--- src/rtl/wave_rom_pkg.sv ---
// Shared definitions for the waveform ROM playback controller.
//   - ROM geometry constants (4 waveforms x 4096 samples x 8 bits)
//   - sequencer state encoding
//   - base-address helper for a waveform index
package wave_rom_pkg;

  localparam int unsigned NUM_WAVES        = 4;
  localparam int unsigned SAMPLES_PER_WAVE = 4096;
  localparam int unsigned ROM_ADDR_W       = 14;
  localparam int unsigned ROM_DATA_W       = 8;
  localparam int unsigned WAVE_IDX_W       = $clog2(NUM_WAVES);
  localparam int unsigned SAMPLE_IDX_W     = $clog2(SAMPLES_PER_WAVE);

  typedef enum logic [1:0] {
    IDLE  = 2'd0,
    RUN   = 2'd1,
    DRAIN = 2'd2
  } seq_state_t;

  // First ROM address of waveform w.
  function automatic logic [ROM_ADDR_W-1:0] wave_base(input logic [WAVE_IDX_W-1:0] w);
    return ROM_ADDR_W'(w) << SAMPLE_IDX_W;
  endfunction

endpackage

--- src/rtl/wave_rom_sequencer_phase_acc.sv ---
// Phase accumulator with period counter.
// Ports:
//   clk, rst_n  - clock, synchronous active-low reset
//   clear       - zero phase and period count (new playback)
//   adv         - advance phase by step; count the wrap when it happens
//   step        - effective phase increment (never 0)
//   rep_eff     - effective periods per waveform (never 0)
//   phase       - current sample index within the waveform
//   wrap_c      - carry-out of phase + step this cycle
//   tc_c        - period count is at its last value (rep_eff-1)
module wave_phase_acc #(
  parameter int unsigned SAMPLE_W = 12,
  parameter int unsigned REPEAT_W = 4
) (
  input  logic                clk,
  input  logic                rst_n,
  input  logic                clear,
  input  logic                adv,
  input  logic [SAMPLE_W-1:0] step,
  input  logic [REPEAT_W-1:0] rep_eff,
  output logic [SAMPLE_W-1:0] phase,
  output logic                wrap_c,
  output logic                tc_c
);

  logic [SAMPLE_W:0]   sum_c;
  logic [REPEAT_W-1:0] period_cnt;

  assign sum_c  = (SAMPLE_W+1)'(phase) + (SAMPLE_W+1)'(step);
  assign wrap_c = sum_c[SAMPLE_W];
  assign tc_c   = (period_cnt == (rep_eff - REPEAT_W'(1)));

  // Phase and period count; a terminal wrap restarts the count but keeps phase.
  always_ff @(posedge clk) begin
    if (!rst_n) begin
      phase      <= '0;
      period_cnt <= '0;
    end else if (clear) begin
      phase      <= '0;
      period_cnt <= '0;
    end else if (adv) begin
      phase <= sum_c[SAMPLE_W-1:0];
      if (wrap_c) begin
        period_cnt <= tc_c ? '0 : period_cnt + REPEAT_W'(1);
      end
    end
  end

endmodule

--- src/rtl/wave_rom_sequencer.sv ---
// Waveform ROM playback sequencer.
// Ports:
//   clk, rst_n     - clock, synchronous active-low reset
//   start, stop    - start request (IDLE only), abort request (RUN only)
//   wave_sel, step, repeat_cnt, auto_cycle - playback config, latched on start
//   rom_addr, rom_rden, rom_q - ROM read port ({cur_wave, phase})
//   sample_out, sample_valid  - realigned sample stream
//   cur_wave, busy, done      - status (done pulses on DRAIN->IDLE)
module wave_rom_sequencer
  import wave_rom_pkg::*;
#(
  parameter int unsigned SAMPLE_W = 12,
  parameter int unsigned WAVE_W   = 2,
  parameter int unsigned DATA_W   = ROM_DATA_W,
  parameter int unsigned REPEAT_W = 4,
  parameter int unsigned ROM_LAT  = 1
) (
  input  logic                       clk,
  input  logic                       rst_n,
  input  logic                       start,
  input  logic                       stop,
  input  logic [WAVE_W-1:0]          wave_sel,
  input  logic [SAMPLE_W-1:0]        step,
  input  logic [REPEAT_W-1:0]        repeat_cnt,
  input  logic                       auto_cycle,
  output logic [WAVE_W+SAMPLE_W-1:0] rom_addr,
  output logic                       rom_rden,
  input  logic [DATA_W-1:0]          rom_q,
  output logic [DATA_W-1:0]          sample_out,
  output logic                       sample_valid,
  output logic [WAVE_W-1:0]          cur_wave,
  output logic                       busy,
  output logic                       done
);

  localparam int unsigned DRAIN_CYC   = ROM_LAT + 1;
  localparam int unsigned DRAIN_CNT_W = (DRAIN_CYC > 1) ? $clog2(DRAIN_CYC) : 1;

  seq_state_t state, next_state;

  logic [SAMPLE_W-1:0]    step_q;
  logic [REPEAT_W-1:0]    rep_q;
  logic                   auto_q;
  logic [DRAIN_CNT_W-1:0] drain_cnt;
  logic [ROM_LAT:0]       vld_sr;
  logic [SAMPLE_W-1:0]    phase;
  logic                   wrap_c;
  logic                   tc_c;
  logic                   drain_last_c;

  logic acc_clear, acc_adv, wave_adv;
  logic rden_d, busy_d, done_d;

  wave_phase_acc #(
    .SAMPLE_W (SAMPLE_W),
    .REPEAT_W (REPEAT_W)
  ) u_phase_acc (
    .clk     (clk),
    .rst_n   (rst_n),
    .clear   (acc_clear),
    .adv     (acc_adv),
    .step    (step_q),
    .rep_eff (rep_q),
    .phase   (phase),
    .wrap_c  (wrap_c),
    .tc_c    (tc_c)
  );

  assign rom_addr     = {cur_wave, phase};
  assign sample_valid = vld_sr[ROM_LAT];
  assign drain_last_c = (drain_cnt == DRAIN_CNT_W'(DRAIN_CYC - 1));

  // State register, config latch, waveform index and registered status.
  always_ff @(posedge clk) begin
    if (!rst_n) begin
      state     <= IDLE;
      step_q    <= SAMPLE_W'(1);
      rep_q     <= REPEAT_W'(1);
      auto_q    <= 1'b0;
      cur_wave  <= '0;
      drain_cnt <= '0;
      rom_rden  <= 1'b0;
      busy      <= 1'b0;
      done      <= 1'b0;
    end else begin
      state    <= next_state;
      rom_rden <= rden_d;
      busy     <= busy_d;
      done     <= done_d;
      drain_cnt <= (state == DRAIN) ? drain_cnt + DRAIN_CNT_W'(1) : '0;
      if (acc_clear) begin
        cur_wave <= wave_sel;
        step_q   <= (step == '0) ? SAMPLE_W'(1) : step;
        rep_q    <= (repeat_cnt == '0) ? REPEAT_W'(1) : repeat_cnt;
        auto_q   <= auto_cycle;
      end else if (wave_adv) begin
        cur_wave <= cur_wave + WAVE_W'(1);
      end
    end
  end

  // Next state and next registered outputs; stop beats a terminal wrap.
  always_comb begin
    next_state = state;
    acc_clear  = 1'b0;
    acc_adv    = 1'b0;
    wave_adv   = 1'b0;
    unique case (state)
      IDLE: begin
        if (start) begin
          next_state = RUN;
          acc_clear  = 1'b1;
        end
      end
      RUN: begin
        if (stop) begin
          next_state = DRAIN;
        end else if (wrap_c && tc_c && !auto_q) begin
          next_state = DRAIN;
        end else begin
          acc_adv  = 1'b1;
          wave_adv = wrap_c && tc_c;
        end
      end
      DRAIN: begin
        if (drain_last_c) next_state = IDLE;
      end
      default: next_state = IDLE;
    endcase
    rden_d = (next_state == RUN);
    busy_d = (next_state != IDLE);
    done_d = (state == DRAIN) && (next_state == IDLE);
  end

  // Valid pipeline tracks each read; capture rom_q when its data is present.
  always_ff @(posedge clk) begin
    if (!rst_n) begin
      vld_sr     <= '0;
      sample_out <= '0;
    end else begin
      vld_sr <= (ROM_LAT+1)'({vld_sr, rom_rden});
      if (vld_sr[ROM_LAT-1]) sample_out <= rom_q;
    end
  end

endmodule

--- config.mk ---
export PLATFORM = sky130hd
export DESIGN_NAME = wave_rom_sequencer
export DESIGN_NICKNAME = d
export VERILOG_FILES = /design/src/rtl/wave_rom_pkg.sv /design/src/rtl/wave_rom_sequencer_phase_acc.sv /design/src/rtl/wave_rom_sequencer.sv
export SDC_FILE = /design/constraint.sdc
export NUM_CORES = 1
export LEC_CHECK = 0
export ABC_AREA = 1
export CORE_ASPECT_RATIO = 1.1
export CORE_UTILIZATION = 23
export CTS_CLUSTER_SIZE = 30
export DETAILED_ROUTE_END_ITERATION = 12
export GPL_TIMING_DRIVEN = 0
export PLACE_DENSITY = 0.51
export SLEW_MARGIN = 20
export SYNTH_ARGS = -nofsm -noshare
export SYNTH_HDL_FRONTEND = slang
export SYNTH_SLANG_ARGS = --single-unit
--- constraint.sdc ---
create_clock -name clk -period 3.25 [get_ports clk]
set_clock_uncertainty 0.2 [all_clocks]
set_input_delay 0.65 -clock clk [delete_from_list [all_inputs] [get_ports clk]]
set_output_delay 0.65 -clock clk [all_outputs]
set_load 0.01 [all_outputs]
# ---- After elaboration in Yosys (flattened, before gate mapping)
# Cells that the tools add are included.
dict set report totals {
  regBits 51
  input_bits 31
  output_inout_bits 28
}
dict set report classes {
  n_eq_ne 4
  add_sub_neg 5
  mux 18
  reduce_logical 13
  bitwise 1
}
# operator count
set op_table {}
lappend op_table {{12-bit by 12-bit adder with 13-bit output} 1}
lappend op_table {{12-bit zero test} 1}
lappend op_table {{12-bit 2-to-1 mux} 1}
lappend op_table {{2-bit 2-to-1 mux} 6}
lappend op_table {{1-bit 2-to-1 mux} 8}
lappend op_table {{4-bit 2-to-1 mux} 2}
lappend op_table {{2-bit one-hot mux with 3 select lines} 1}
lappend op_table {{4-bit by 1-bit adder with 4-bit output (second input constant)} 1}
lappend op_table {{2-bit by 1-bit == test with 1-bit output (second input constant)} 2}
lappend op_table {{4-bit == test} 1}
lappend op_table {{2-bit zero test} 2}
lappend op_table {{4-bit zero test} 1}
lappend op_table {{2-bit AND reduction} 2}
lappend op_table {{2-bit nonzero test} 2}
lappend op_table {{4-bit by 1-bit subtractor with 4-bit output (second input constant)} 1}
lappend op_table {{1-bit logical AND} 3}
lappend op_table {{2-bit by 1-bit adder with 2-bit output (second input constant)} 1}
lappend op_table {{2-bit == test (second input constant)} 1}
lappend op_table {{2-bit OR reduction} 1}
lappend op_table {{1-bit adder (second input constant)} 1}
lappend op_table {{1-bit zero test} 1}
lappend op_table {{1-bit inverter} 1}

# ---- Longest topological paths before layout
# Gate-level depths: netlist (run 1).
dict set report depth {
  word_depth 9
  mapped_depth 14
  ltp_nobuf 14
}

# ---- Hierarchy
# A second synthesis (run 1) with hierarchy kept.
dict set report hier_totals {
  cells_unflattened 430
  hier_area_um2 2901.5
}
# module seq_area_each_um2 area_per_inst_um2 instances cells_per_inst
set modules_own_cells {}
lappend modules_own_cells {wave_phase_acc 320.3 1521.5 1 245}
lappend modules_own_cells {wave_rom_sequencer 700.7 1380.1 1 185}

# ---- Worst setup path after synthesis (run 1)
# OpenSTA, ideal clock, no wires.
dict set report synth_timing {
  path_type {reg-to-reg}
  startpoint {reg u_phase_acc.phase[0]}
  endpoint {reg u_phase_acc.phase[10]}
  slack_ns 1.022
  n_path_buf 1
  path_stages_with_launch 12
  arrival_time_ns 1.912
  cell_sequence {dfxtp_1 ha_1 fa_1 nand3_1 nand3_2 nand3_2 nand3_4 nand3_4 nand2_4 buf_6 o21ai_0 nor2_1}
}
dict set report synth_via {
  elab_chain_cells 6
}
# item line_no
set synth_rtl {}
lappend synth_rtl {{start, declared} wave_rom_sequencer_phase_acc.sv:21} ;# output logic [SAMPLE_W-1:0] phase,
lappend synth_rtl {{start signal, assigned} wave_rom_sequencer_phase_acc.sv:42} ;# phase <= sum_c[SAMPLE_W-1:0];
lappend synth_rtl {{12-bit by 12-bit adder with 13-bit output (*)} wave_rom_sequencer_phase_acc.sv:29} ;# assign sum_c = (SAMPLE_W+1)'(phase) + (SAMPLE_W+1)'(step);
lappend synth_rtl {{1-bit logical AND (2 in series)} wave_rom_sequencer.sv:118} ;# end else if (wrap_c && tc_c && !auto_q) begin
lappend synth_rtl {{1-bit 2-to-1 mux} wave_rom_sequencer.sv:118}
lappend synth_rtl {{1-bit 2-to-1 mux} wave_rom_sequencer.sv:116} ;# if (stop) begin
lappend synth_rtl {{1-bit 2-to-1 mux} wave_rom_sequencer.sv:108} ;# unique case (state)
# Mark *: on every way between the ends. The rest lies on a longest branch, timed or not.
# A chain may end at the register's enable or synchronous reset.

==> key figures, run 1 <==
Clock network
  • Post-CTS resize count: 0
  • Number of levels in the clock H-tree: 2
  • Post-CTS Repair Setup Buffers: 0
  • Worst-Skew Late Latency: 0.30 ns
  • CTS clock-pin slew for the worst setup and hold paths: 0.08 ns
  • Clock buffer depth: 2
  • CTS tree: yes
  • Clock Sinks: 51
  • Clock root buffer: sky130_fd_sc_hd__clkbuf_16
  • Num CTS Buffers: 5
  • Hold buffers post-CTS: 0

Synthesis
  • Synth warn: 0
  • Share of the yosys chip area belonging to registers: 0.372
  • Multiplexer share of the synthesized area: 0
  • Netlist Area Pre-Place: 2750 um2
  • Xor and xnor area share after synthesis: 0.0351
  • Synthesized-area fraction occupied by adder cells: 0.0711
  • Post-synthesis average cell area: 7.22 um2
  • Cell variety after synth: 35
  • Cells after Synth: 380
  • Compound-gate portion of the synthesized area: 0.127
  • Synthesized Nets: 426
  • Flip-flop and latch count after synthesis: 51
  • Largest family of logic cells by synthesized area: simple AND/OR/NAND/NOR gates
  • Simple logic cell fraction of the synthesized area: 0.306

Critical path
  • Endpoint required time on the critical path: 3.27 ns
  • Critical path launch point type: input port
  • Category of the most critical setup path: in -> reg
  • Arrival time reported for the critical path endpoint: 2.61 ns
  • Cell class contributing the biggest share of worst-path delay: buffers and inverters
  • Crit-path max cell delay: 0.61 ns
  • Biggest fanout along the worst timing path: 10
  • WP buf/inv: 3
  • Kind of end point of the critical path: register
  • Critical Path, Cell by Cell: clkdlybuf4s50_1 -> inv_1 -> nor2_1 -> clkbuf_1 -> nand2_1 -> o21ai_0
  • CP max-delay cell: sky130_fd_sc_hd__nor2_1

Power and ir drop
  • Worst IR drop on VDD: 183 uV
  • Power Dens Cells: 416 nW/um2
  • Leak: 1.66 nW
  • Total Power: 1.52 mW

STA
  • RSZ-0062 raised after global routing: false
  • Max Transition Viols Final: 0
  • Number of failing hold endpoints at the final stage: 0
  • Max_slew headroom: 0.483
  • Final clock period utilization by the worst path: 0.799
  • Slew at the pin with the worst max-slew slack: 0.773 ns
  • Clock period minus worst slack: 2.60 ns
  • Highest Clock Rate: 385 MHz
  • Sum Neg Setup Slack: 0 ns
  • Final setup viols: 0

Floorplan
  • Die span in y: 117 um
  • Starting density of the core: 0.238
  • Total number of placement rows: 41
  • Core outline area: 11500 um2
  • IO Count: 59
  • Die extent in x: 106 um
  • Area of the die: 12400 um2

Routing
  • DRC marker count from the first detailed-route iteration: 94
  • Via total after detailed routing: 2519
  • Average routed wire per standard cell: 11.6 um
  • Number of search-and-repair iterations in the first detailed-routing pass: 4
  • Final routed wirelength across all metal layers: 6910 um
  • Drt drc: 0
  • Avg Vias per Cell: 4.23
  • Antenna-violating nets left: 0

Global route
  • Overall track demand over capacity in global routing: 0.120
  • Number of antenna violations at the first check in global routing: 0
  • Maximum number of pins on one net before global-route repair: 19
  • Via count of the first global-routing pass: 2524
  • Global-route wire length before repair: 11800 um
  • Gr ovfl total: 0

Finish
  • Most common cell after layout, fill and taps aside: sky130_fd_sc_hd__nand2_1
  • Top library cells by usage in the layout, fill and taps aside: sky130_fd_sc_hd__nand2_1, sky130_fd_sc_hd__clkdlybuf4s50_1, sky130_fd_sc_hd__nor2_1
  • Fillcell total: 1255
  • Fraction of layout cells with a size suffix above 1: 0.101
  • P&R area growth vs syn: 33.5%
  • Final nets: 491
  • Antenna Cells: 0

Placement
  • HPWL after DPL: 5320 um
  • Final GP Congestion: 0.796
  • Port buffer count: 58

Hold path
  • Min-delay worst type: reg -> reg

Flow run
  • Max Cap Violations: 0

Outcome
  • Outcome: complete, no violations
==> kinds of logic (layout without fill, tap and decap cells) <==
kind of cell / Yosys count / in the layout
buf+inv: 58 / 124
compound gates: 59 / 59
fa+ha+maj: 15 / 15
xor+xnor: 11 / 11
flops: 51 / 51
simple gates: 186 / 186
==> metrics by stage <==
stage	area (um2)	hold WS, ns	util	instances	setup slack, ns
floorplan	2750	0.192	-	380	1.02
global placement	3510	0.201	0.304	588	0.292
detailed placement	3510	0.204	0.304	588	0.273
CTS	3660	0.218	0.318	596	0.580
global route	3660	0.259	0.318	596	0.476
finish	3660	0.217	0.318	596	0.655
==> cells in the mapped netlist, drive strengths merged <==
cell / count / area [um2]
a21oi: 20 / 111
a31oi: 2 / 12.5
o211ai: 1 / 7.51
a22oi: 1 / 7.51
nand2: 94 / 375
o21ai: 24 / 124
xnor2: 5 / 43.8
nor4: 3 / 18.8
nand4: 6 / 37.5
clkbuf: 4 / 15.0
ha: 14 / 175
nand3: 20 / 140
inv: 48 / 183
xor2: 6 / 52.6
buf: 6 / 47.5
a21o: 2 / 15.0
nor3: 1 / 5.00
fa: 1 / 20.0
o21bai: 1 / 7.51
a22o: 5 / 43.8
nor2: 62 / 263
dfxtp: 51 / 1020
o22ai: 3 / 18.8
==> state kept, by name, indices dropped and copies added, names as in the netlist, 2 cells and up <==
name,count
step_q,12
u_phase_acc.phase,12
sample_out,8
rep_q,4
u_phase_acc.period_cnt,4
cur_wave,2
state,2
vld_sr,2
==> final timing paths <==
kind	startpoint	to	slack, ns	cells past startpoint
worst max-delay path	rst_n	auto_q	0.65	6
worst min register to register	drain_cnt	drain_cnt	0.22	1
worst min-delay path	drain_cnt	drain_cnt	0.22	1
worst max register to register	u_phase_acc.phase[0]	u_phase_acc.phase[8]	0.76	11
==> routing by layer <==
metal  vias up  track usage  wire (um)  share of wire
met3         9       0.0257        329          0.048
met4         0       0.0500        146          0.021
met1      1110        0.159       3360           0.49
met2        49        0.190       3080           0.45
met5         -            0          0              0
li1       1351            -          -              -
==> cell type report <==
cell class | instances | area [um2] | share of cell area
buffer | 10 | 62.6 | 0.0171
tap | 150 | 188 | 0.0512
clock buffer | 5 | 125 | 0.0341
timing repair buffer | 58 | 581 | 0.158
sequential | 51 | 1020 | 0.279
clock inverter | 3 | 26.3 | 0.00717
multi-input combinational | 271 | 1480 | 0.404
inverter | 48 | 183 | 0.0498
==> where the power goes <==
| group | switching (mW) | internal [mW] |
|---|---|---|
| clock network | 0.260 | 0.293 |
| logic | 0.149 | 0.137 |
| registers | 0.0246 | 0.661 |
| total | 0.433 | 1.09 |
Note: power is estimated with default switching activity, not from simulation.
==> run 2, diff against run 1 <==
==> constraint.sdc (replaced) <==
create_clock -name clk -period 2.4 [get_ports clk]
set_clock_uncertainty 0.2 [all_clocks]
set_input_delay 0.48 -clock clk [delete_from_list [all_inputs] [get_ports clk]]
set_output_delay 0.48 -clock clk [all_outputs]
set_load 0.01 [all_outputs]
==> key figures, run 2 (synthesis results as in run 1) <==
Global route
  • Maximum number of pins on one net before global-route repair: 19 (unchanged)
  • Gr ovfl total: 0 (unchanged)
  • Number of antenna violations at the first check in global routing: 0 (unchanged)
  • Overall track demand over capacity in global routing: 0.120 (about the same)
  • Global-route wire length before repair: 11800 um (about the same)
  • Via count of the first global-routing pass: 2523 (-0.040%)

Critical path
  • CP max-delay cell: sky130_fd_sc_hd__fa_2
  • Kind of end point of the critical path: register
  • Critical path launch point type: register
  • Endpoint required time on the critical path: 2.39 ns (-0.88 ns)
  • Cell class contributing the biggest share of worst-path delay: simple AND/OR/NAND/NOR gates
  • Crit-path max cell delay: 0.38 ns (-0.23 ns)
  • Biggest fanout along the worst timing path: 10 (unchanged)
  • Critical Path, Cell by Cell: ha_2 -> fa_2 -> nand3_2 -> nand3_4 -> nand3_2 -> nand3_4 -> nand3_4 -> nand2_4 -> buf_6 -> o21ai_0 -> nor2_1
  • Category of the most critical setup path: reg -> reg
  • WP buf/inv: 1 (-2)
  • Worst path most repeated cell: sky130_fd_sc_hd__nand3_4
  • Arrival time reported for the critical path endpoint: 2.26 ns (-0.35 ns)

Routing
  • Avg Vias per Cell: 4.21 (-0.34%)
  • Average routed wire per standard cell: 11.7 um (+0.62%)
  • Final routed wirelength across all metal layers: 6990 um (+1.1%)
  • Number of search-and-repair iterations in the first detailed-routing pass: 4 (unchanged)
  • Antenna-violating nets left: 0 (unchanged)
  • Drt drc: 0 (unchanged)
  • Via total after detailed routing: 2523 (+0.16%)
  • DRC marker count from the first detailed-route iteration: 93 (-1.1%)

Clock network
  • Clock Sinks: 51 (unchanged)
  • CTS clock-pin slew for the worst setup and hold paths: 0.08 ns (about the same)
  • Worst-Skew Late Latency: 0.30 ns (about the same)
  • Clock buffer depth: 2 (unchanged)
  • Clock root buffer: sky130_fd_sc_hd__clkbuf_16
  • Num CTS Buffers: 5 (unchanged)
  • Number of levels in the clock H-tree: 2 (unchanged)
  • CTS tree: yes

Placement
  • HPWL after DPL: 5320 um (unchanged)
  • Port buffer count: 58 (unchanged)
  • Final GP Congestion: 0.796 (unchanged)

Power and ir drop
  • Worst IR drop on VDD: 245 uV (+34%)
  • Leak: 1.67 nW (+0.94%)
  • Power Dens Cells: 555 nW/um2 (+34%)
  • Total Power: 2.07 mW (+36%)

STA
  • Max Transition Viols Final: 0 (unchanged)
  • Max_slew headroom: 0.665 (+0.182)
  • Slew at the pin with the worst max-slew slack: 0.501 ns (-0.272 ns)
  • Highest Clock Rate: 439 MHz
  • Clock period minus worst slack: 2.28 ns
  • Worst Hold Margin: 0.217 ns (+0.000170 ns)
  • Sum Neg Setup Slack: 0 ns (unchanged)
  • Final clock period utilization by the worst path: 0.949
  • Final setup viols: 0 (unchanged)
  • Number of failing hold endpoints at the final stage: 0 (unchanged)

Floorplan
  • Area of the die: 12400 um2 (unchanged)
  • Die extent in x: 106 um (unchanged)
  • Core outline area: 11500 um2 (unchanged)
  • Die span in y: 117 um (unchanged)
  • Total number of placement rows: 41 (unchanged)
  • IO Count: 59 (unchanged)
  • Starting density of the core: 0.238 (unchanged)

Flow run
  • Max Cap Violations: 0 (unchanged)

Finish
  • Most common cell after layout, fill and taps aside: sky130_fd_sc_hd__nand2_1
  • Final nets: 494 (+0.61%)
  • P&R area growth vs syn: 35.5%
  • Fraction of layout cells with a size suffix above 1: 0.120 (+0.0194)
  • Top library cells by usage in the layout, fill and taps aside: sky130_fd_sc_hd__nand2_1, sky130_fd_sc_hd__clkdlybuf4s50_1, sky130_fd_sc_hd__dfxtp_1
  • Largest registers in the final layout: step_q: 12 flops, u_phase_acc.phase: 12 flops, sample_out: 8 flops
  • Antenna Cells: 0 (unchanged)

Hold path
  • Min-delay worst type: reg -> reg

Outcome
  • Outcome: complete, no violations
==> run 2: cell types whose count changed in the layout (fill, tap and decap cells not counted), sizes merged <==
cell,delta
buf,+3
==> run 2: stage by stage <==
step                      utilization  worst slack [ns]  instances  cell area (um2)
after CTS                       0.318           0.00365        596             3670
after detailed placement        0.304            -0.407        588             3510
after global placement          0.304            -0.388        588             3510
final                           0.322             0.122        599             3720
after floorplan                     -             0.172        380             2750
after global routing            0.322           -0.0140        599             3720
==> run 2: power breakdown <==
part / total [mW] / internal, mW / switching [mW]
Clock: 0.746 / 0.397 / 0.349
Sequential: 0.928 / 0.895 / 0.0332
Combinational: 0.392 / 0.188 / 0.204
==> run 2: layer usage <==
layer / track usage / share of wire / wire [um] / vias up
li1: - / - / - / 1359
met1: 0.159 / 0.48 / 3360 / 1102
met2: 0.191 / 0.45 / 3140 / 53
met3: 0.0257 / 0.049 / 345 / 9
met4: 0.0500 / 0.020 / 140 / 0
met5: 0 / 0 / 0 / -
==> run 2: what timing repair did <==
action                     4_1_cts  5_1_grt
hold buffers                     0        0
setup endpoints to repair       22       11
buffers inserted                 0        3
pin swaps                        0        1
gates resized for setup          3        9
cloned                           0        0
==> run 2: area by class of cell <==
class / instances / area (um2)
plain buffers: 10 / 72.6
clock buffers: 5 / 125
clock inverters: 3 / 26.3
fillers: 1251 / 7820
inverters: 48 / 183
multi-input cells: 271 / 1500
flip-flops and latches: 51 / 1020
well taps: 150 / 188
repair buffers: 61 / 603
==> run 2: worst paths after layout <==
path                   startpoint                   end  slack [ns]  cells past startpoint
max          u_phase_acc.phase[0]  u_phase_acc.phase[9]        0.12                     11
min                     drain_cnt             drain_cnt        0.22                      1
max reg2reg  u_phase_acc.phase[0]  u_phase_acc.phase[9]        0.12                     11
min reg2reg             drain_cnt             drain_cnt        0.22                      1
==> run 3, diff against run 2 <==
--- a/config.mk
+++ b/config.mk
@@ -12,6 +12,7 @@
 export DETAILED_ROUTE_END_ITERATION = 12
 export GPL_TIMING_DRIVEN = 0
 export PLACE_DENSITY = 0.51
+export REMOVE_ABC_BUFFERS = 1
 export SLEW_MARGIN = 20
 export SYNTH_ARGS = -nofsm -noshare
 export SYNTH_HDL_FRONTEND = slang
==> key figures, run 3 (synthesis results as in run 1) <==
STA
  • RSZ-0062 raised after global routing: false
  • Final clock period utilization by the worst path: 0.941 (-0.00784)
  • Max Transition Viols Final: 0 (unchanged)
  • Slew at the pin with the worst max-slew slack: 0.591 ns (+0.0898 ns)
  • Clock period minus worst slack: 2.26 ns (-0.0188 ns)
  • Highest Clock Rate: 443 MHz (+0.83%)
  • Number of failing hold endpoints at the final stage: 0 (unchanged)
  • Max_slew headroom: 0.604 (-0.0601)
  • Worst Hold Margin: 0.216 ns (-0.000931 ns)
  • Final setup viols: 0 (unchanged)

Clock network
  • Clock root buffer: sky130_fd_sc_hd__clkbuf_16
  • Clock Sinks: 51 (unchanged)
  • CTS tree: yes
  • Clock buffer depth: 2 (unchanged)
  • Number of levels in the clock H-tree: 2 (unchanged)
  • Worst-Skew Late Latency: 0.29 ns (about the same)
  • Num CTS Buffers: 5 (unchanged)
  • CTS clock-pin slew for the worst setup and hold paths: 0.07 ns (about the same)
  • Hold buffers post-CTS: 0 (unchanged)

Critical path
  • Critical Path, Cell by Cell: ha_2 -> fa_2 -> nand3_1 -> nand3_4 -> nand3_2 -> nand3_4 -> nand3_4 -> nand2_8 -> clkinv_8 -> o21ai_2 -> nand2_1
  • Biggest fanout along the worst timing path: 14 (+4)
  • Worst path most repeated cell: sky130_fd_sc_hd__nand3_4
  • Endpoint required time on the critical path: 2.38 ns (about the same)
  • Crit-path max cell delay: 0.38 ns (about the same)
  • Kind of end point of the critical path: register
  • Arrival time reported for the critical path endpoint: 2.24 ns (-0.02 ns)
  • Cell class contributing the biggest share of worst-path delay: simple AND/OR/NAND/NOR gates
  • WP buf/inv: 1 (unchanged)
  • Critical path launch point type: register
  • Launch instance of the worst register-to-register path: u_phase_acc.phase[0]
  • Worst setup path startpoint: u_phase_acc.phase[0]
  • CP max-delay cell: sky130_fd_sc_hd__dfxtp_1
  • Category of the most critical setup path: reg -> reg

Finish
  • Fraction of layout cells with a size suffix above 1: 0.105 (-0.0157)
  • Top library cells by usage in the layout, fill and taps aside: sky130_fd_sc_hd__nand2_1, sky130_fd_sc_hd__clkdlybuf4s50_1, sky130_fd_sc_hd__dfxtp_1
  • P&R area growth vs syn: 33.7%
  • Most common cell after layout, fill and taps aside: sky130_fd_sc_hd__nand2_1
  • Share of the core filled with cells: 0.318 (-0.00423)
  • Largest registers in the final layout: step_q: 12 flops, u_phase_acc.phase: 12 flops, sample_out: 8 flops
  • Final nets: 485 (-1.8%)
  • Antenna Cells: 0 (unchanged)

Power and ir drop
  • Power Dens Cells: 547 nW/um2 (-1.6%)
  • Leak: 1.64 nW (-2.1%)
  • Worst IR drop on VDD: 253 uV (+3.4%)

Routing
  • Final routed wirelength across all metal layers: 6740 um (-3.6%)
  • Number of search-and-repair iterations in the first detailed-routing pass: 4 (unchanged)
  • Via total after detailed routing: 2525 (+0.079%)
  • M1 wire length: 3020 um (-10%)
  • Drt drc: 0 (unchanged)
  • Average routed wire per standard cell: 11.4 um (-2.1%)
  • Routed length on met2: 3310 um (+5.3%)
  • Met3 WL: 282 um (-18%)
  • Antenna-violating nets left: 0 (unchanged)
  • Uppermost signal routing layer after detailed routing: met4
  • DRC marker count from the first detailed-route iteration: 64 (-31%)
  • Avg Vias per Cell: 4.28 (+1.6%)

Global route
  • Global-route wire length before repair: 11100 um (-5.7%)
  • Via count of the first global-routing pass: 2414 (-4.3%)
  • Overall track demand over capacity in global routing: 0.114 (-0.00653)
  • Maximum number of pins on one net before global-route repair: 18 (-1)
  • Gr ovfl total: 0 (unchanged)
  • Number of antenna violations at the first check in global routing: 0 (unchanged)

Floorplan
  • Core outline area: 11500 um2 (unchanged)
  • Total number of placement rows: 41 (unchanged)
  • Area of the die: 12400 um2 (unchanged)
  • Die extent in x: 106 um (unchanged)
  • Die span in y: 117 um (unchanged)
  • Starting density of the core: 0.238 (unchanged)
  • IO Count: 59 (unchanged)

Hold path
  • Min-delay worst type: reg -> reg
  • Worst hold path startpoint: drain_cnt

Flow run
  • Max Cap Violations: 0 (unchanged)

Placement
  • Port buffer count: 58 (unchanged)
  • Final GP Congestion: 0.831 (+4.4%)
  • HPWL after DPL: 5150 um (-3.2%)

Outcome
  • Outcome: complete, no violations
run 3: worst paths after layout:
path,end,slack [ns],cells past startpoint
setup reg to reg,busy,0.14,11
hold reg to reg,drain_cnt,0.22,1
setup / recovery,busy,0.14,11
hold / removal,drain_cnt,0.22,1
run 3: through the flow:
step	setup slack [ns]	cells	cell area (um2)	TNS, ns	power (mW)
finish	0.141	590	3670	0	2.01
global route	0.00445	590	3670	0	2.13
CTS	0.0176	588	3630	0	2.04
detailed placement	-0.630	579	3470	-10.55	1.32
global placement	-1.63	578	3450	-37.03	1.32
floorplan	0.136	370	2680	0	1.15
run 3: layout make-up:
class / instances / area (um2)
Clock buffer: 6 / 129
Multi-Input combinational cell: 271 / 1520
Sequential cell: 51 / 1020
Inverter: 48 / 193
Fill cell: 1241 / 7870
Timing Repair inverter: 1 / 6.26
Timing Repair Buffer: 61 / 607
Tap cell: 150 / 188
Clock inverter: 2 / 12.5
run 3: layer usage:
layer,track usage,vias to the layer above
li1,-,1339
met1,0.132,1134
met2,0.206,42
met3,0.0251,10
met4,0.0417,0
met5,0,-
run 3: power breakdown:
part	total [mW]	switching, mW	internal, mW	leakage [nW]
registers	0.930	0.0350	0.895	0.417
logic	0.379	0.200	0.179	1.16
clock network	0.697	0.311	0.385	0.0669
run 3: repair_timing:
action,in CTS,in global routing
gates resized for setup,6,8
setup endpoints to repair,26,21
pin swaps,0,1
cloned,1,0
setup buffers,0,2
==> edit 1: new RTL, config.mk and constraints of run 3 <==
`SAMPLE_W` is set to 12 in 2 places; all go to 6.
--- a/src/rtl/wave_rom_sequencer_phase_acc.sv
+++ b/src/rtl/wave_rom_sequencer_phase_acc.sv
@@ -9,7 +9,7 @@
 //   wrap_c      - carry-out of phase + step this cycle
 //   tc_c        - period count is at its last value (rep_eff-1)
 module wave_phase_acc #(
-  parameter int unsigned SAMPLE_W = 12,
+  parameter int unsigned SAMPLE_W = 6,
   parameter int unsigned REPEAT_W = 4
 ) (
   input  logic                clk,
--- a/src/rtl/wave_rom_sequencer.sv
+++ b/src/rtl/wave_rom_sequencer.sv
@@ -9,7 +9,7 @@
 module wave_rom_sequencer
   import wave_rom_pkg::*;
 #(
-  parameter int unsigned SAMPLE_W = 12,
+  parameter int unsigned SAMPLE_W = 6,
   parameter int unsigned WAVE_W   = 2,
   parameter int unsigned DATA_W   = ROM_DATA_W,
   parameter int unsigned REPEAT_W = 4,
Interface: changed (resized rom_addr and step); port bits go from 59 to 47. The function was not compared with the original's and may differ.
==> edit 1 against run 3 <==
- critical path depth rose by 2
- worst hold slack improved by 6.1 ps
- global-route usage shrank 0.53 points
- clock power fell by 29%
- sequential cell count is 12 lower
- final area shrank 29%
- area after synthesis is 30% lower
- routed wire length down 35%
- combinational power fell by 17%
- setup slack improved by 62 ps
- count of clock-buffer cells in the layout is 1 higher
- power fell by 24%
==> edit 1: results <==
set metrics [dict create \
    root_buffer "clkbuf_8" \
    critPathMaxFanout 12 \
    grt_max_degree 22 \
    wl_per_cell_um 10.7 \
    grt_pass1_vias 1624 \
    fin_nets 336 \
    async_flop_share 0 \
    run_status "finished, final reports clean" \
    clockBufferDepth 2 \
    syn-instance-count 257 \
    hpwl_mm 3.25 \
    synth_warnings 0 \
    dpl.cell_count 401 \
    drt_iter0_markers 45 \
    path_clk_slew_ps 80 \
    synth_common_cells "nand2_1 (42), dfxtp_1 (39), nor2_1 (33)" \
    n_fill_cell 888 \
    synth.area.top_cells "dfxtp_1 (41%), nand2_1 (8.2%), a21oi_1 (6.5%)" \
    ir_drop_mv 0.271 \
    dpl_worst_slack_ps -500 \
    clk_latency_ps 290 \
    worstPathArrival_ps 2180 \
    io_buffers 46 \
    worst_slew_pin_slew_ps 764 \
    ys_types 29 \
    stdcell_count 411 \
    h-tree-depth 2 \
    cts_buffers 5 \
    grt_util_all_layers 0.109 \
    vias 1734 \
    drive_gt1_frac 0.0891 \
    dpl_cell_area_um2 2460 \
    reg.largest.list "sample_out (8), step_q (6), u_phase_acc.phase (6)" \
    ys_seq_area_frac 0.406 \
    leakagePower_nw 1.05 \
    grt_pass1_wl_mm 7.51 \
    worstRegToRegCells 13 \
    gp_congestion 0.750 \
]
edit 1: layout make-up:
cell class	instances	area, um2	share of cell area
tap	108	135	0.0517
multi-input combinational	177	1000	0.384
clock buffer	7	96.3	0.0368
clock inverter	1	7.51	0.00287
inverter	31	120	0.0459
sequential	39	782	0.299
timing repair buffer	48	470	0.180
edit 1: final timing paths:
kind / from / to / slack [ps]
max: u_phase_acc.phase[0] / busy / 200
min: drain_cnt / drain_cnt / 220
max reg2reg: u_phase_acc.phase[0] / busy / 200
min reg2reg: drain_cnt / drain_cnt / 220
edit 1: layer usage:
layer / share of wire / global-route usage / wire (um)
met1: 0.46 / 0.140 / 2030
met2: 0.48 / 0.177 / 2120
met3: 0.037 / 0.0237 / 160
met4: 0.016 / 0.0366 / 72
met5: 0 / 0 / 0
edit 1: where the power goes:
part	internal [mW]	switching [mW]	total, mW
logic	0.145	0.170	0.315
registers	0.688	0.0248	0.713
clock network	0.262	0.236	0.498
edit 1: repair_timing:
item	4_1_cts	5_1_grt
cloned	0	0
buffers inserted	0	2
pin swaps	0	0
setup endpoints to repair	11	16
resized for setup	3	9
edit 1: worst max-delay path, cell delays in order (launching register included):
cell     delay (ps)
dfxtp_2         360
ha_2            200
inv_1            60
fa_2            350
inv_1            90
nand2_1          90
nand3_4         110
nand3_2          90
nand2_2         110
nand2_8         110
nand2_8         110
nand2_1          50
nor2_1          110
nor2_1           40
edit 1: cell families after synthesis:
family	Yosys count	share of synthesized area
xor gates and xnor gates	8	0.0364
DFF	39	0.406
AOI/OAI and AO/OA	50	0.139
adders and majority gates	9	0.0625
and+or+nand+nor	110	0.266
buffers and inverters	41	0.0898
==> edit 2: new RTL, flow settings as in run 3 <==
Made on the original files. Re-encode `seq_state_t` (3 states) as one-hot, 3 bits wide.
--- a/src/rtl/wave_rom_pkg.sv
+++ b/src/rtl/wave_rom_pkg.sv
@@ -11,10 +11,10 @@
   localparam int unsigned WAVE_IDX_W       = $clog2(NUM_WAVES);
   localparam int unsigned SAMPLE_IDX_W     = $clog2(SAMPLES_PER_WAVE);
 
-  typedef enum logic [1:0] {
-    IDLE  = 2'd0,
-    RUN   = 2'd1,
-    DRAIN = 2'd2
+  typedef enum logic [2:0] {
+    IDLE  = 3'b001,
+    RUN   = 3'b010,
+    DRAIN = 3'b100
   } seq_state_t;
 
   // First ROM address of waveform w.
Formal check against the unedited RTL: no difference found for any inputs over 4 cycles, from zero or initial values and one cycle with rst_n low; so few cycles prove little.
==> edit 2 against run 3 <==
- critical endpoint is now u_phase_acc.period_cnt[2]
- largest power group unchanged
- area after synthesis is 0.23% higher
- sequential power is 1% higher
- clock power is 1% lower
- sequential cell count is 1 higher
- via count is 1.3% lower
- sequential share of layout area is 0.13 points higher
- routed wire length is 4.4% higher
- power is 1.5% lower
- cell count is 1.5% lower
- final area is 1.6% higher
- setup slack better by 51 ps
==> edit 2: results <==
set metrics [dict create \
    n_fill_cell 1244 \
    min-delay-start "rom_rden" \
    worstHoldPathCells 2 \
    hpwl_mm 5.29 \
    synth_common_cells "nand2_1 (72), dfxtp_1 (52), inv_1 (41)" \
    crit_end "u_phase_acc.period_cnt[2]" \
    use_met2 0.194 \
    wl_met1_mm 3.43 \
    wirelength_mm 7.04 \
    routed-wl-met3_um 184 \
    grt_pass1_wl_mm 11.4 \
    ir_drop_mv 0.233 \
    grt_max_degree 19 \
    hold-path-endpoint "vld_sr[0]" \
    grt_util_all_layers 0.117 \
    min_path_type "flop to flop" \
    fin_nets 477 \
    grtUsageMet1 0.155 \
    leakagePower_nw 1.60 \
    grt_pass1_vias 2315 \
    met3_usage 0.0184 \
    drive_gt1_frac 0.130 \
    met2_length_mm 3.34 \
    critical_path.slowest_cell "fa_2" \
    max_stage_delay_ps 350 \
    run_status "finished, final reports clean" \
    h-tree-depth 2 \
    gp_congestion 0.850 \
    firstDrtPassIters 6 \
    synth.area.top_cells "dfxtp_1 (38%), nand2_1 (9.8%), ha_1 (6.4%)" \
    synth_top_area_frac 0.378 \
    worstPathArrival_ps 2230 \
    critPathMaxFanout 7 \
    r2r_slack_ps 190 \
    ys_seq_area_frac 0.378 \
    drt_iter0_markers 107 \
    ant_nets 0 \
    worstRegToRegCells 12 \
    n_antenna_cell 0 \
    root_buffer "clkbuf_16" \
    p_int_mw 1.45 \
    ys_types 31 \
    viasPerCell 4.29 \
    relSlewSlack 0.633 \
]
## edit 2: metrics by stage
| step | hold slack (ps) | instances | instance area [um2] | setup slack (ps) | util |
|---|---|---|---|---|---|
| after detailed placement | 231 | 568 | 3460 | -674 | 0.299 |
| after CTS | 239 | 577 | 3660 | 19.5 | 0.318 |
| after global placement | 227 | 568 | 3460 | -594 | 0.299 |
| after floorplan | 225 | 360 | 2690 | 123 | - |
| after global routing | 257 | 581 | 3730 | 29.6 | 0.323 |
| final | 236 | 581 | 3730 | 192 | 0.323 |
## edit 2: layout make-up
cell class / instances / area (um2) / area share
clock buffer: 6 / 129 / 0.0346
tap: 150 / 188 / 0.0503
sequential: 52 / 1040 / 0.279
clock inverter: 1 / 5.00 / 0.00134
timing repair buffer: 64 / 651 / 0.174
multi-input combinational: 261 / 1540 / 0.413
inverter: 47 / 176 / 0.0473
## edit 2: power by group through the flow
stage / registers, mW / logic (mW) / clock network, mW
finish: 0.939 / 0.351 / 0.687
global route: 0.945 / 0.391 / 0.744
CTS: 0.937 / 0.351 / 0.710
detailed placement: 0.957 / 0.333 / 0
global placement: 0.956 / 0.328 / 0
floorplan: 0.960 / 0.181 / 0
## edit 2: kinds of logic after synthesis
logic type,share of synthesized area
XOR/XNOR,0.0350
buffers and inverters,0.0873
adder cells (fa/ha/maj),0.0709
flip-flops,0.378
AO/OA/AOI/OAI,0.138
AND/OR/NAND/NOR,0.291
## edit 2: what timing repair did
| item | 4_1_cts | 5_1_grt |
|---|---|---|
| resized for setup | 6 | 8 |
| buffers inserted | 2 | 4 |
| endpoints found under the setup margin | 23 | 24 |
| pin swaps | 2 | 4 |
